File: config.mk
export PLATFORM = sky130hd
export DESIGN_NAME = muldiv_sequencer
export DESIGN_NICKNAME = d
export VERILOG_FILES = /design/src/rtl/alu_ctrl_pkg.sv /design/src/rtl/muldiv_iter_core.sv /design/src/rtl/muldiv_sequencer.sv
export SDC_FILE = /design/constraint.sdc
export NUM_CORES = 1
export LEC_CHECK = 0
export BUFFER_PORTS_ARGS = -buffer_cell sky130_fd_sc_hd__buf_4
export CAP_MARGIN = 20
export CORE_MARGIN = 2
export CORE_UTILIZATION = 25
export DETAILED_ROUTE_END_ITERATION = 8
export GPL_TIMING_DRIVEN = 1
export SETUP_SLACK_MARGIN = 0.02
export SYNTH_ARGS = -nofsm -noshare
export SYNTH_HDL_FRONTEND = slang
export SYNTH_HIERARCHICAL = 1
export SYNTH_SLANG_ARGS = --single-unit
File: constraint.sdc
create_clock -name CLK -period 4.4 [get_ports CLK]
set_input_delay 0.44 -clock CLK [delete_from_list [all_inputs] [get_ports CLK]]
set_output_delay 0.44 -clock CLK [all_outputs]
set_load 0.01 [all_outputs]
File: src/rtl/alu_ctrl_pkg.sv
// ALU_CTRL encodings shared by EX-stage units, the multiply/divide range helper
// and the muldiv sequencer state type.
package alu_ctrl_pkg;

    localparam int ALU_CTRL_W = 5;

    localparam logic [ALU_CTRL_W-1:0] AND     = 5'b00000;
    localparam logic [ALU_CTRL_W-1:0] OR      = 5'b00001;
    localparam logic [ALU_CTRL_W-1:0] ADD     = 5'b00010;
    localparam logic [ALU_CTRL_W-1:0] XOR     = 5'b00011;
    localparam logic [ALU_CTRL_W-1:0] SLL     = 5'b00100;
    localparam logic [ALU_CTRL_W-1:0] SRL     = 5'b00101;
    localparam logic [ALU_CTRL_W-1:0] SUB     = 5'b00110;
    localparam logic [ALU_CTRL_W-1:0] SRA     = 5'b00111;
    localparam logic [ALU_CTRL_W-1:0] SLT     = 5'b01000;
    localparam logic [ALU_CTRL_W-1:0] SLTU    = 5'b01001;
    localparam logic [ALU_CTRL_W-1:0] MUL     = 5'b01010;
    localparam logic [ALU_CTRL_W-1:0] MULH    = 5'b01011;
    localparam logic [ALU_CTRL_W-1:0] MULHSU  = 5'b01100;
    localparam logic [ALU_CTRL_W-1:0] MULHU   = 5'b01101;
    localparam logic [ALU_CTRL_W-1:0] DIV     = 5'b01110;
    localparam logic [ALU_CTRL_W-1:0] DIVU    = 5'b01111;
    localparam logic [ALU_CTRL_W-1:0] REM     = 5'b10000;
    localparam logic [ALU_CTRL_W-1:0] REMU    = 5'b10001;
    localparam logic [ALU_CTRL_W-1:0] LUI     = 5'b10010;
    localparam logic [ALU_CTRL_W-1:0] INVALID = 5'b11111;

    typedef enum logic [1:0] {IDLE, CALC, FIX, DONE} md_state_t;

    function automatic logic is_md(input logic [ALU_CTRL_W-1:0] code);
        return (code >= MUL) && (code <= REMU);
    endfunction

endpackage

File: src/rtl/muldiv_iter_core.sv
// Unsigned iterative datapath: shift-add multiply or restoring divide, one bit per step_i.
// acc_o holds {hi,lo} of the product, or {remainder,quotient} after XLEN steps.
module muldiv_iter_core #(
    parameter int XLEN = 32
) (
    input  logic              clk_i,
    input  logic              rst_ni,
    input  logic              load_i,
    input  logic              step_i,
    input  logic              is_div_i,
    input  logic [XLEN-1:0]   opa_i,
    input  logic [XLEN-1:0]   opb_i,
    output logic [2*XLEN-1:0] acc_o
);

    logic [2*XLEN-1:0] acc_q, acc_d;
    logic [XLEN-1:0]   opb_q;
    logic              is_div_q;
    logic [XLEN:0]     add_sum, shl;
    logic [XLEN-1:0]   sub_diff;
    logic              fits;

    always_comb begin
        add_sum  = {1'b0, acc_q[2*XLEN-1:XLEN]} + (acc_q[0] ? {1'b0, opb_q} : '0);
        shl      = acc_q[2*XLEN-1:XLEN-1];
        fits     = (shl >= {1'b0, opb_q});
        // when the trial subtract fits, the difference is below the divisor and fits XLEN bits
        sub_diff = shl[XLEN-1:0] - opb_q;
        if (is_div_q) begin
            acc_d = fits ? {sub_diff, acc_q[XLEN-2:0], 1'b1}
                         : {shl[XLEN-1:0], acc_q[XLEN-2:0], 1'b0};
        end else begin
            acc_d = {add_sum, acc_q[XLEN-1:1]};
        end
    end

    always_ff @(posedge clk_i or negedge rst_ni) begin
        if (!rst_ni) begin
            acc_q    <= '0;
            opb_q    <= '0;
            is_div_q <= 1'b0;
        end else if (load_i) begin
            acc_q    <= {{XLEN{1'b0}}, opa_i};
            opb_q    <= opb_i;
            is_div_q <= is_div_i;
        end else if (step_i) begin
            acc_q    <= acc_d;
        end
    end

    assign acc_o = acc_q;

endmodule

File: src/rtl/muldiv_sequencer.sv
// RV32M multi-cycle engine: XLEN+2 cycles (divide-by-zero/overflow in 1), stalls EX until the
// one-cycle RESULT_VALID. MULDIV_FAST_MUL_EN selects a single-cycle combinational multiply.
module muldiv_sequencer
    import alu_ctrl_pkg::*;
#(
    parameter int XLEN   = 32,
    parameter int CTRL_W = 5
) (
    input  logic              CLK,
    input  logic              RESET_N,
    input  logic [CTRL_W-1:0] ALU_CTRL,
    input  logic              OP_VALID,
    input  logic [XLEN-1:0]   DATA1,
    input  logic [XLEN-1:0]   DATA2,
    input  logic              FLUSH,
    output logic              STALL,
    output logic              BUSY,
    output logic [XLEN-1:0]   RESULT,
    output logic              RESULT_VALID
);

    localparam int              CNT_W   = $clog2(XLEN);
    localparam logic [XLEN-1:0] INT_MIN = {1'b1, {(XLEN-1){1'b0}}};

    md_state_t         state_q;
    logic [CTRL_W-1:0] op_q;
    logic              neg_q;
    logic [CNT_W-1:0]  cnt_q;
    logic [XLEN-1:0]   result_q;
    logic              result_vld_q;

    logic              is_md_w, accept, rem_op, div_op, sgn_a, sgn_b, neg_d;
    logic              div_zero, div_ovf, special, fast_hit, core_load;
    logic [XLEN-1:0]   abs_a, abs_b, spec_res, fast_res, word, fix_res;
    logic [2*XLEN-1:0] acc, prod;

    always_comb begin
        is_md_w  = is_md(ALU_CTRL);
        accept   = (state_q == IDLE) && OP_VALID && is_md_w && !FLUSH;
        rem_op   = (ALU_CTRL == REM) || (ALU_CTRL == REMU);
        div_op   = (ALU_CTRL == DIV) || (ALU_CTRL == DIVU) || rem_op;
        sgn_a    = ((ALU_CTRL == MULH) || (ALU_CTRL == MULHSU) || (ALU_CTRL == DIV)
                    || (ALU_CTRL == REM)) && DATA1[XLEN-1];
        sgn_b    = ((ALU_CTRL == MULH) || (ALU_CTRL == DIV) || (ALU_CTRL == REM))
                   && DATA2[XLEN-1];
        abs_a    = sgn_a ? ('0 - DATA1) : DATA1;
        abs_b    = sgn_b ? ('0 - DATA2) : DATA2;
        neg_d    = rem_op ? sgn_a : (sgn_a ^ sgn_b);
        div_zero = div_op && (DATA2 == '0);
        div_ovf  = ((ALU_CTRL == DIV) || (ALU_CTRL == REM)) && (DATA1 == INT_MIN) && (DATA2 == '1);
        special  = div_zero || div_ovf;
        spec_res = div_zero ? (rem_op ? DATA1 : '1) : (rem_op ? '0 : INT_MIN);
        core_load = accept && !special && !fast_hit;
    end

`ifdef MULDIV_FAST_MUL_EN
    logic [2*XLEN-1:0] fast_prod;
    always_comb begin
        fast_prod = {{XLEN{sgn_a}}, DATA1} * {{XLEN{sgn_b}}, DATA2};
        fast_hit  = !div_op;
        fast_res  = (ALU_CTRL == MUL) ? fast_prod[XLEN-1:0] : fast_prod[2*XLEN-1:XLEN];
    end
`else
    assign fast_hit = 1'b0;
    assign fast_res = '0;
`endif

    muldiv_iter_core #(.XLEN(XLEN)) u_core (
        .clk_i    (CLK),
        .rst_ni   (RESET_N),
        .load_i   (core_load),
        .step_i   (state_q == CALC),
        .is_div_i (div_op),
        .opa_i    (abs_a),
        .opb_i    (abs_b),
        .acc_o    (acc)
    );

    // Sign correction on the unsigned magnitude result, then word selection
    always_comb begin
        prod = neg_q ? ('0 - acc) : acc;
        word = ((op_q == REM) || (op_q == REMU)) ? acc[2*XLEN-1:XLEN] : acc[XLEN-1:0];
        if (op_q >= DIV) begin
            fix_res = neg_q ? ('0 - word) : word;
        end else begin
            fix_res = (op_q == MUL) ? prod[XLEN-1:0] : prod[2*XLEN-1:XLEN];
        end
    end

    always_ff @(posedge CLK or negedge RESET_N) begin
        if (!RESET_N) begin
            state_q      <= IDLE;
            op_q         <= '0;
            neg_q        <= 1'b0;
            cnt_q        <= '0;
            result_q     <= '0;
            result_vld_q <= 1'b0;
        end else begin
            result_vld_q <= 1'b0;
            if (FLUSH) begin
                state_q <= IDLE;
            end else begin
                case (state_q)
                    IDLE: if (accept) begin
                        op_q  <= ALU_CTRL;
                        neg_q <= neg_d;
                        cnt_q <= CNT_W'(XLEN-1);
                        if (special || fast_hit) begin
                            result_q     <= special ? spec_res : fast_res;
                            result_vld_q <= 1'b1;
                            state_q      <= DONE;
                        end else begin
                            state_q <= CALC;
                        end
                    end
                    CALC: begin
                        if (cnt_q == '0) state_q <= FIX;
                        else             cnt_q   <= cnt_q - 1'b1;
                    end
                    FIX: begin
                        result_q     <= fix_res;
                        result_vld_q <= 1'b1;
                        state_q      <= DONE;
                    end
                    default: state_q <= IDLE;
                endcase
            end
        end
    end

    assign STALL        = OP_VALID && is_md_w && (state_q != DONE);
    assign BUSY         = (state_q != IDLE);
    assign RESULT       = result_q;
    assign RESULT_VALID = result_vld_q;

endmodule

# Word-level counts from Yosys, hierarchy flattened
# Cells that the tools add are included.
[op_classes]
add_sub_neg = 7
multipliers = 0
div_mod_pow = 0
magnitude_cmp = 4
eq_ne = 19
shifts = 0
muxes = 31
n_bitwise = 2
n_reduce_logical = 36
[ops]
columns = ["operator", "n"]
rows = [
  ["$mux 32", 12],
  ["$mux 64", 5],
  ["$sub 1x32->32 const A", 3],
  ["$eq 32x32->1 const B", 2],
  ["$pmux 32 s2", 1],
  ["$sub 1x64->64 const A", 1],
  ["$add 32x33->33", 1],
  ["$ge 33x32->1", 1],
  ["$logic_not 32->1", 1],
  ["$sub 32x32->32", 1],
  ["$eq 5x4->1 const B", 5],
  ["$eq 5x5->1 const B", 4],
  ["$logic_and 1x1->1", 12],
  ["$logic_or 1x1->1", 11],
  ["$ge 5x4->1 const B", 2],
  ["$mux 5", 2],
  ["$pmux 5 s2", 1],
  ["$mux 2", 4],
  ["$ne 2x2->1 const B", 4],
  ["$reduce_and 4->1", 2],
  ["$reduce_bool 2->1", 4],
  ["$ne 3x3->1 const B", 2],
  ["$pmux 2 s3", 1],
  ["$le 5x5->1 const B", 1],
  ["12 further kinds", 16],
]
[totals]
register_bits = 143
latch_bits = 0
ramBits = 0
rom_bits = 0
mem_count = 0

# Depth between registers and ports, before layout
# Gate-level depths: netlist of run 1.
[logic_depth]
depth_word = 9
ltp_mapped = 15
depth_no_buf = 13

# Hierarchy
# Netlist of run 1, hierarchy kept.
[by_module_without_submodules]
columns = ["module", "instances", "cells_each", "area_each_um2", "seq_area_each_um2"]
rows = [
  ["muldiv_iter_core", 1, 1074, 8617.0, 2427.3],
  ["muldiv_sequencer", 1, 1041, 7497.2, 1151.1],
]

# Worst setup path before layout of run 1
# Ideal clock, no wire load.
[synth_path]
path_type = "reg2reg"
from = "register op_q[1]"
to = "register result_q[18], in the netlist RESULT[18]"
setup_time_ps = 82
arrival_time_ps = 4251
path_slack_ps = 67
path_stages_with_launch = 16
path_buffers = 4
cell_sequence = "dfrtp_1 clkbuf_1 nor4b_2 clkbuf_1 buf_1 clkbuf_1 nor2_1 a21oi_1 ha_1 nor3b_1 nand4_1 a221oi_1 nor2_1 xor2_1 a221o_1 a31oi_1"
[synth_between]
elab_chain_len = 7
[synth_lines]
columns = ["element", "line_no", "rtl"]
rows = [
  ["start: declaration", "muldiv_sequencer.sv:26", "logic [CTRL_W-1:0] op_q;"],
  ["start signal: assignment", "muldiv_sequencer.sv:93", "op_q <= '0;"],
  ["start signal: assignment", "muldiv_sequencer.sv:105", "op_q <= ALU_CTRL;"],
  ["$eq 5x5->1", "muldiv_sequencer.sv:82", "word = ((op_q == REM) || (op_q == REMU)) ? acc[2*XLEN-1:XLEN] : acc[XLEN-1:0];"],
  ["$logic_or 1x1->1", "muldiv_sequencer.sv:82", ""],
  ["$mux 32", "muldiv_sequencer.sv:82", ""],
  ["$sub 1x32->32", "muldiv_sequencer.sv:84", "fix_res = neg_q ? ('0 - word) : word;"],
  ["$mux 32", "muldiv_sequencer.sv:84", ""],
  ["$mux 32 *", "muldiv_sequencer.sv:83", "if (op_q >= DIV) begin"],
  ["$pmux 32 s2 *", "muldiv_sequencer.sv:103", "case (state_q)"],
  ["end signal: assignment", "muldiv_sequencer.sv:109", "result_q <= special ? spec_res : fast_res;"],
  ["end signal: assignment", "muldiv_sequencer.sv:121", "result_q <= fix_res;"],
  ["end: declaration", "muldiv_sequencer.sv:29", "logic [XLEN-1:0] result_q;"],
]
# Every way passes the cells marked *; elsewhere a longest branch is shown, timed or not.
# A chain may end at the register's enable or synchronous reset.

# Worst setup path after layout of run 1
# Ends and elaborated chain as after synthesis.

==> results of run 1 <==
-- power breakdown --
part | internal (mW) | leakage [nW] | switching (mW) | total [mW]
clock network | 0.872 | 0.282 | 0.650 | 1.52
registers | 1.92 | 1.75 | 0.983 | 2.90
logic | 3.83 | 5.21 | 5.93 | 9.75
-- sequential cells by signal, indices dropped and copies added, names as in the netlist --
name and flops:
state_q 2, u_core/acc_o 64, u_core/is_div_q 1, op_q 5, RESULT 32, cnt_q 5, neg_q 1, u_core/opb_q 32
RESULT_VALID 1
-- cells by family after synthesis --
logic type,count (synthesis)
adder cells (fa/ha/maj),77
flip-flops,143
buffers and inverters,211
multiplexers,94
AO/OA/AOI/OAI,688
AND/OR/NAND/NOR,720
XOR/XNOR,182
-- cells in the mapped netlist, types with 7 or more instances --
cell type / count
nor4_1: 42
o211ai_1: 25
mux2i_1: 75
mux2_2: 15
dfrtp_1: 143
or2_2: 14
o22ai_1: 11
o21a_1: 13
a221o_1: 12
a21o_1: 39
buf_1: 8
or3_1: 28
nand3_1: 31
nor2b_1: 14
o22a_1: 8
a41oi_1: 7
a31oi_1: 36
inv_1: 69
a21oi_1: 155
o21ai_1: 14
clkbuf_1: 113
and2_1: 44
o31ai_1: 35
nand2_1: 189
and3_1: 12
or4_1: 23
nand4_1: 34
xnor2_1: 121
a22oi_1: 8
nand2b_1: 20
nor2_1: 175
ha_1: 75
nor3_1: 59
o41ai_1: 19
o21ai_0: 193
a211oi_1: 14
xor2_1: 61
nand4b_1: 7
-- how the worst max path moves through the flow --
stage,start,depth (start not counted),end
global route,op_q[1],10,RESULT[18]
finish,op_q[1],10,RESULT[18]
CTS,op_q[1],10,RESULT[18]
floorplan,op_q[1],15,RESULT[18]
global placement,op_q[1],10,RESULT[18]
detailed placement,DATA2[0],14,u_core/acc_o[61]
-- critical path: cells and delay by family (launching register included) --
kind                       cells  cell delay (ns)
DFF                            1             0.49
adders and majority gates      1             0.20
and+or+nand+nor                4             1.71
muxes                          1             0.26
AOI/OAI and AO/OA              3             1.07
xor gates and xnor gates       1             0.20
-- cell type report --
cell class	count	area, µm²	share of cell area [%]
flip-flops and latches	143	3580	19.3
well taps	855	1070	5.77
clock buffers	22	474	2.56
inverters	70	263	1.42
multi-input cells	1761	11600	62.8
repair buffers	183	1390	7.50
clock inverters	10	111	0.601
-- stage by stage --
stage	utilization [%]	cell area, µm²
6_report	28.9	18500
3_5_place_dp	28.0	17900
2_1_floorplan	-	16100
5_1_grt	28.9	18500
3_3_place_gp	28.0	17900
4_1_cts	28.9	18500
-- per-layer routing --
layer	track usage, %	wire length, µm	vias to the layer above
met1	27.1	29500	8166
met2	29.0	28300	758
met5	0	0	-
li1	-	-	7944
met4	7.96	2280	0
met3	3.51	4930	136
==> flow_metrics.py, run 1 <==
metrics = {
    "grt": {
        "grt_antenna_before_repair": 1,
        "grt_first_pass_wirelength_mm": 99.5,
        "grt-ovfl-total": 0,
        "grt_pass1_vias": 15900,
        "grt_max_degree": 89,
        "grt_usage_pct": 19.3,
    },
    "logic_synthesis": {
        "synth_compound_area_share_pct": 27.8,
        "synth_area_leader_cell": "dfrtp_1",
        "synthSimpleGateAreaFrac_pct": 22.4,
        "synth_area_leaders": "dfrtp_1 (22%), xnor2_1 (6.6%), o21ai_0 (6.0%)",
        "synth_ff_type": "dfrtp_1",
        "synth_seq_area_share_pct": 22.2,
        "synth_edf_count": 0,
        "synth_seq_cells": 143,
        "syn_inst": 2115,
        "synth-warning-count": 6,
        "syn_nets": 2265,
        "muxShareOfSynthArea_pct": 5.99,
        "synth_top_family_by_area": "compound AO/OA/AOI/OAI gates",
        "ys_types": 99,
        "synth_area_per_cell_um2": 7.62,
        "synth_top_area_share_pct": 22.2,
        "synthAdderAreaFrac_pct": 6.07,
        "async_flop_share_pct": 100,
        "syn-cell-area_um2": 16100,
        "synth_xor_area_share_pct": 9.89,
    },
    "drt": {
        "wl_per_cell_um": 21.3,
        "num_vias": 17000,
        "antenna_left": 0,
        "wirelength_mm": 65.0,
        "initialDrtViolationCount": 1951,
        "vias_per_cell": 5.59,
        "remaining_drc_errors": 0,
        "dr.pass1.iters": 6,
    },
    "worst_setup_path": {
        "rr_startpoint": "op_q[1]",
        "critical_path_required_ns": 4.82,
        "regToRegSetupSlack_ns": 0.40,
        "crit_type": "reg -> reg",
        "arrival_ns": 4.42,
        "cpPeakStageDelay_ns": 0.81,
        "path_max_fanout": 9,
        "cp-start-kind": "register",
        "critPathSlowestCell": "or4b_2",
        "regToRegEndpoint": "RESULT[18]",
        "endpoint_kind": "register",
        "worstRegToRegCells": 10,
        "crit_chain": "or4b_2 -> mux2i_1 -> ha_1 -> nor3b_1 -> nand4_1 -> a221oi_1 -> nor2_1 -> xor2_1 -> a221o_1 -> a31oi_1",
    },
    "floorplanning": {
        "rows": 93,
        "start_util_pct": 25.1,
        "ios": 108,
        "dieWidth_um": 258,
        "core_um2": 64100,
        "die_h_um": 258,
        "dieArea_um2": 66500,
    },
    "timing": {
        "final-setup-viol-count": 0,
        "fin_skew_ns": 0.0117,
        "drv_slew": 0,
        "rsz0062_at_grt": "false",
        "worst_pin_slew_ns": 0.931,
        "max_freq_mhz": 250,
        "fin_ws_ns": 0.400,
        "min_period_ns": 4.00,
        "finalHoldViolCount": 0,
        "maxSlewHeadroom_pct": 37.9,
        "finalCritPeriodShare_pct": 90.9,
        "hold_slack_ns": 0.0216,
        "finalSetupTns_ns": 0,
    },
    "finish": {
        "nFillCells": 7014,
        "drive_gt1_share_pct": 12.6,
        "instances_no_fill": 3044,
        "final_cell_mix": "o21ai_0 (193), nand2_1 (188), buf_4 (181)",
        "final_common_cell": "o21ai_0",
        "antenna_cells": 0,
        "synthToLayoutAreaGrowth_pct": 15.0,
        "layout.nets": 2326,
    },
    "cts": {
        "post_cts_buffers": 0,
        "cts.path.max_buffers": 2,
        "h-tree-depth": 4,
        "cts_buffers": 17,
        "clk_latency_ns": 0.50,
        "clock-sinks": 143,
        "cts_hold_buf": 0,
        "post_cts_resized": 0,
        "clockRootBuffer": "clkbuf_16",
        "cts_tree": "built",
        "path_clk_slew_ns": 0.06,
    },
    "placement": {
        "dp_hpwl_mm": 49.1,
        "numPortBuffers": 107,
        "dp.cells": 3012,
        "detailedPlace.worstSlack_ns": 0.548,
        "place_congestion": 0.995,
    },
    "flow_run": {
        "maxCapViolations": 0,
    },
    "power_and_ir_drop": {
        "total_power_mw": 14.2,
        "power_density_nw_per_um2": 765,
        "ir_worst_vdd_mv": 0.293,
        "p_leak_nw": 7.24,
    },
    "min_path": {
        "worstHoldPathType": "in -> async",
    },
    "run_status": {
        "status": "finished, final reports clean",
    },
}
No activity file was read; power rests on OpenSTA's default activity.
==> inputs of run 2 (changes only) <==
CORE_UTILIZATION = 45   (was 25)
==> run 2 against run 1 <==
Power grew 0.73%. Register-to-register slack gained 0.10 ns. Core utilization grew 22 points. Worst hold slack gained 0.15 ns. Routed wire length shrank 1.9%. Via count grew 0.37%. First-iteration DRC count grew 0.67%. Clock power grew 9%. Count of clock-buffer cells in the layout shrank 5. Critical path depth grew 1. Global-route usage grew 14 points. Sequential power shrank 3%. Critical endpoint unchanged.
==> flow_metrics.py, run 2 (synthesis gave the netlist of run 1 again) <==
metrics = {
    "floorplanning": {
        "die_h_um": 193,
        "ios": 108,
        "rows": 69,
        "dieArea_um2": 37300,
        "dieWidth_um": 193,
        "start_util_pct": 45.5,
        "core_um2": 35400,
    },
    "finish": {
        "drive_gt1_share_pct": 12.8,
        "largest_register_ffs": 64,
        "final_common_cell": "o21ai_0",
        "final_cell_mix": "o21ai_0 (193), nand2_1 (188), buf_4 (183)",
        "stdcell_area_um2": 18100,
        "layout.nets": 2330,
        "synthToLayoutAreaGrowth_pct": 12.6,
    },
    "timing": {
        "final-setup-viol-count": 0,
        "finalHoldViolCount": 0,
        "max_freq_mhz": 257,
        "finalSetupTns_ns": 0,
        "maxSlewHeadroom_pct": 19.2,
        "fin_skew_ns": 0.00776,
        "worst_pin_slew_ns": 1.21,
        "drv_slew": 0,
        "rsz0062_at_grt": "false",
        "min_period_ns": 3.90,
        "fin_ws_ns": 0.501,
        "finalCritPeriodShare_pct": 88.6,
    },
    "drt": {
        "met3WireLength_mm": 5.10,
        "num_vias": 17100,
        "wl_per_cell_um": 24.0,
        "wirelength_mm": 63.8,
        "dr_wl_met2_mm": 28.5,
        "routed.top_layer": "met4",
        "antenna_left": 0,
        "dr.pass1.iters": 6,
        "vias_per_cell": 6.43,
        "wl_met1_mm": 27.9,
        "remaining_drc_errors": 0,
        "initialDrtViolationCount": 1964,
    },
    "worst_setup_path": {
        "worstRegToRegCells": 11,
        "rr_startpoint": "op_q[1]",
        "path_buf_inv": 1,
        "critical_path_required_ns": 4.78,
        "critPathSlowestCell": "or4b_2",
        "crit_chain": "or4b_2 -> mux2i_1 -> ha_1 -> nor3b_1 -> buf_4 -> nand4_1 -> a221oi_1 -> nor2_1 -> xor2_1 -> a221o_1 -> a31oi_1",
        "regToRegSetupSlack_ns": 0.50,
        "path_max_fanout": 9,
        "regToRegEndpoint": "RESULT[18]",
        "cpPeakStageDelay_ns": 0.83,
        "crit_type": "reg -> reg",
        "endpoint_kind": "register",
        "arrival_ns": 4.28,
        "path_delay_family": "simple AND/OR/NAND/NOR gates",
        "cp-start-kind": "register",
    },
    "grt": {
        "grt_usage_pct": 33.3,
        "grt_first_pass_wirelength_mm": 96.9,
        "grt_pass1_vias": 16000,
        "grt-ovfl-total": 0,
        "grt_antenna_before_repair": 1,
        "grt_max_degree": 84,
    },
    "placement": {
        "dp_hpwl_mm": 48.4,
        "detailedPlace.worstSlack_ns": 0.606,
        "place_area_um2": 17500,
        "place_congestion": 0.992,
        "numPortBuffers": 107,
    },
    "power_and_ir_drop": {
        "p_sw_mw": 7.53,
        "clockPowerShare_pct": 11.6,
        "p_seq_share_pct": 19.6,
        "ir_worst_vdd_mv": 0.369,
        "total_power_mw": 14.3,
        "p_int_mw": 6.74,
        "pwr-share-comb_pct": 68.8,
        "switching_share_pct": 52.8,
        "p_leak_nw": 7.29,
        "power_density_nw_per_um2": 787,
    },
    "cts": {
        "clockRootBuffer": "clkbuf_16",
        "cts_tree": "built",
        "cts.path.max_buffers": 2,
        "post_cts_buffers": 0,
        "cts_buffers": 17,
        "h-tree-depth": 4,
        "clk_latency_ns": 0.46,
        "path_clk_slew_ns": 0.07,
        "clock-sinks": 143,
    },
    "min_path": {
        "min_to": "state_q[1]",
        "min_from": "FLUSH",
        "min_path_cells": 2,
        "worstHoldPathType": "in -> reg",
    },
    "run_status": {
        "status": "finished, final reports clean",
    },
    "flow_run": {
        "maxCapViolations": 0,
    },
}
==> run 2: cell count changes in the layout (fill, tap and decap cells not counted), sizes merged <==
cell	before	now
clkbuf	22	17
buf	183	186
diode	0	1
inv	70	73
dlygate4sd3	0	1
bufinv	2	4
==> run 2: stage by stage <==
step / std cells / util (%) / hold slack (ns)
final: 2655 / 51.2 / 0.174
after global routing: 2654 / 51.2 / 0.175
after CTS: 2654 / 51.2 / 0.168
after detailed placement: 2621 / 49.4 / 0.472
after global placement: 2621 / 49.4 / 0.473
after floorplan: 2115 / - / 0.144
==> run 2: worst max path at each step <==
stage,startpoint,end,slack [ns],depth (start not counted)
2_1_floorplan,op_q[1],RESULT[18],0.07,15
3_3_place_gp,op_q[1],RESULT[18],0.68,11
3_5_place_dp,op_q[1],RESULT[18],0.61,11
4_1_cts,op_q[1],RESULT[18],0.60,11
5_1_grt,u_core/acc_o[0],u_core/acc_o[55],0.24,12
6_report,op_q[1],RESULT[18],0.50,11
==> run 2: repair_timing <==
action / in CTS / in global routing
setup endpoints to repair: 0 / 0
endpoints found under the hold margin: 12 / 0
hold buffers: 1 / 0
resized for setup: 0 / 0
==> run 2: routing by layer <==
layer / GRT usage [%] / vias up
li1: - / 7937
met2: 51.1 / 749
met3: 6.28 / 131
met5: 0 / -
met1: 46.4 / 8250
met4: 12.5 / 0
==> run 2: area by class of cell <==
type                            count  area, µm²
Fill cell                        3543      17300
Multi-Input combinational cell   1761      11600
Sequential cell                   143       3580
Timing Repair Buffer              187       1440
Tap cell                          461        577
Clock buffer                       17        425
Inverter                           70        263
Clock inverter                     15        211
Antenna cell                        1       2.50
==> run 2: power by group through the flow <==
stage | Combinational (mW) | Sequential, mW | Clock [mW]
after floorplan | 6.86 | 2.56 | 0
after global placement | 9.55 | 2.79 | 0
after detailed placement | 9.59 | 2.81 | 0
after CTS | 9.64 | 2.79 | 1.66
after global routing | 10.7 | 2.88 | 1.72
final | 9.83 | 2.80 | 1.65
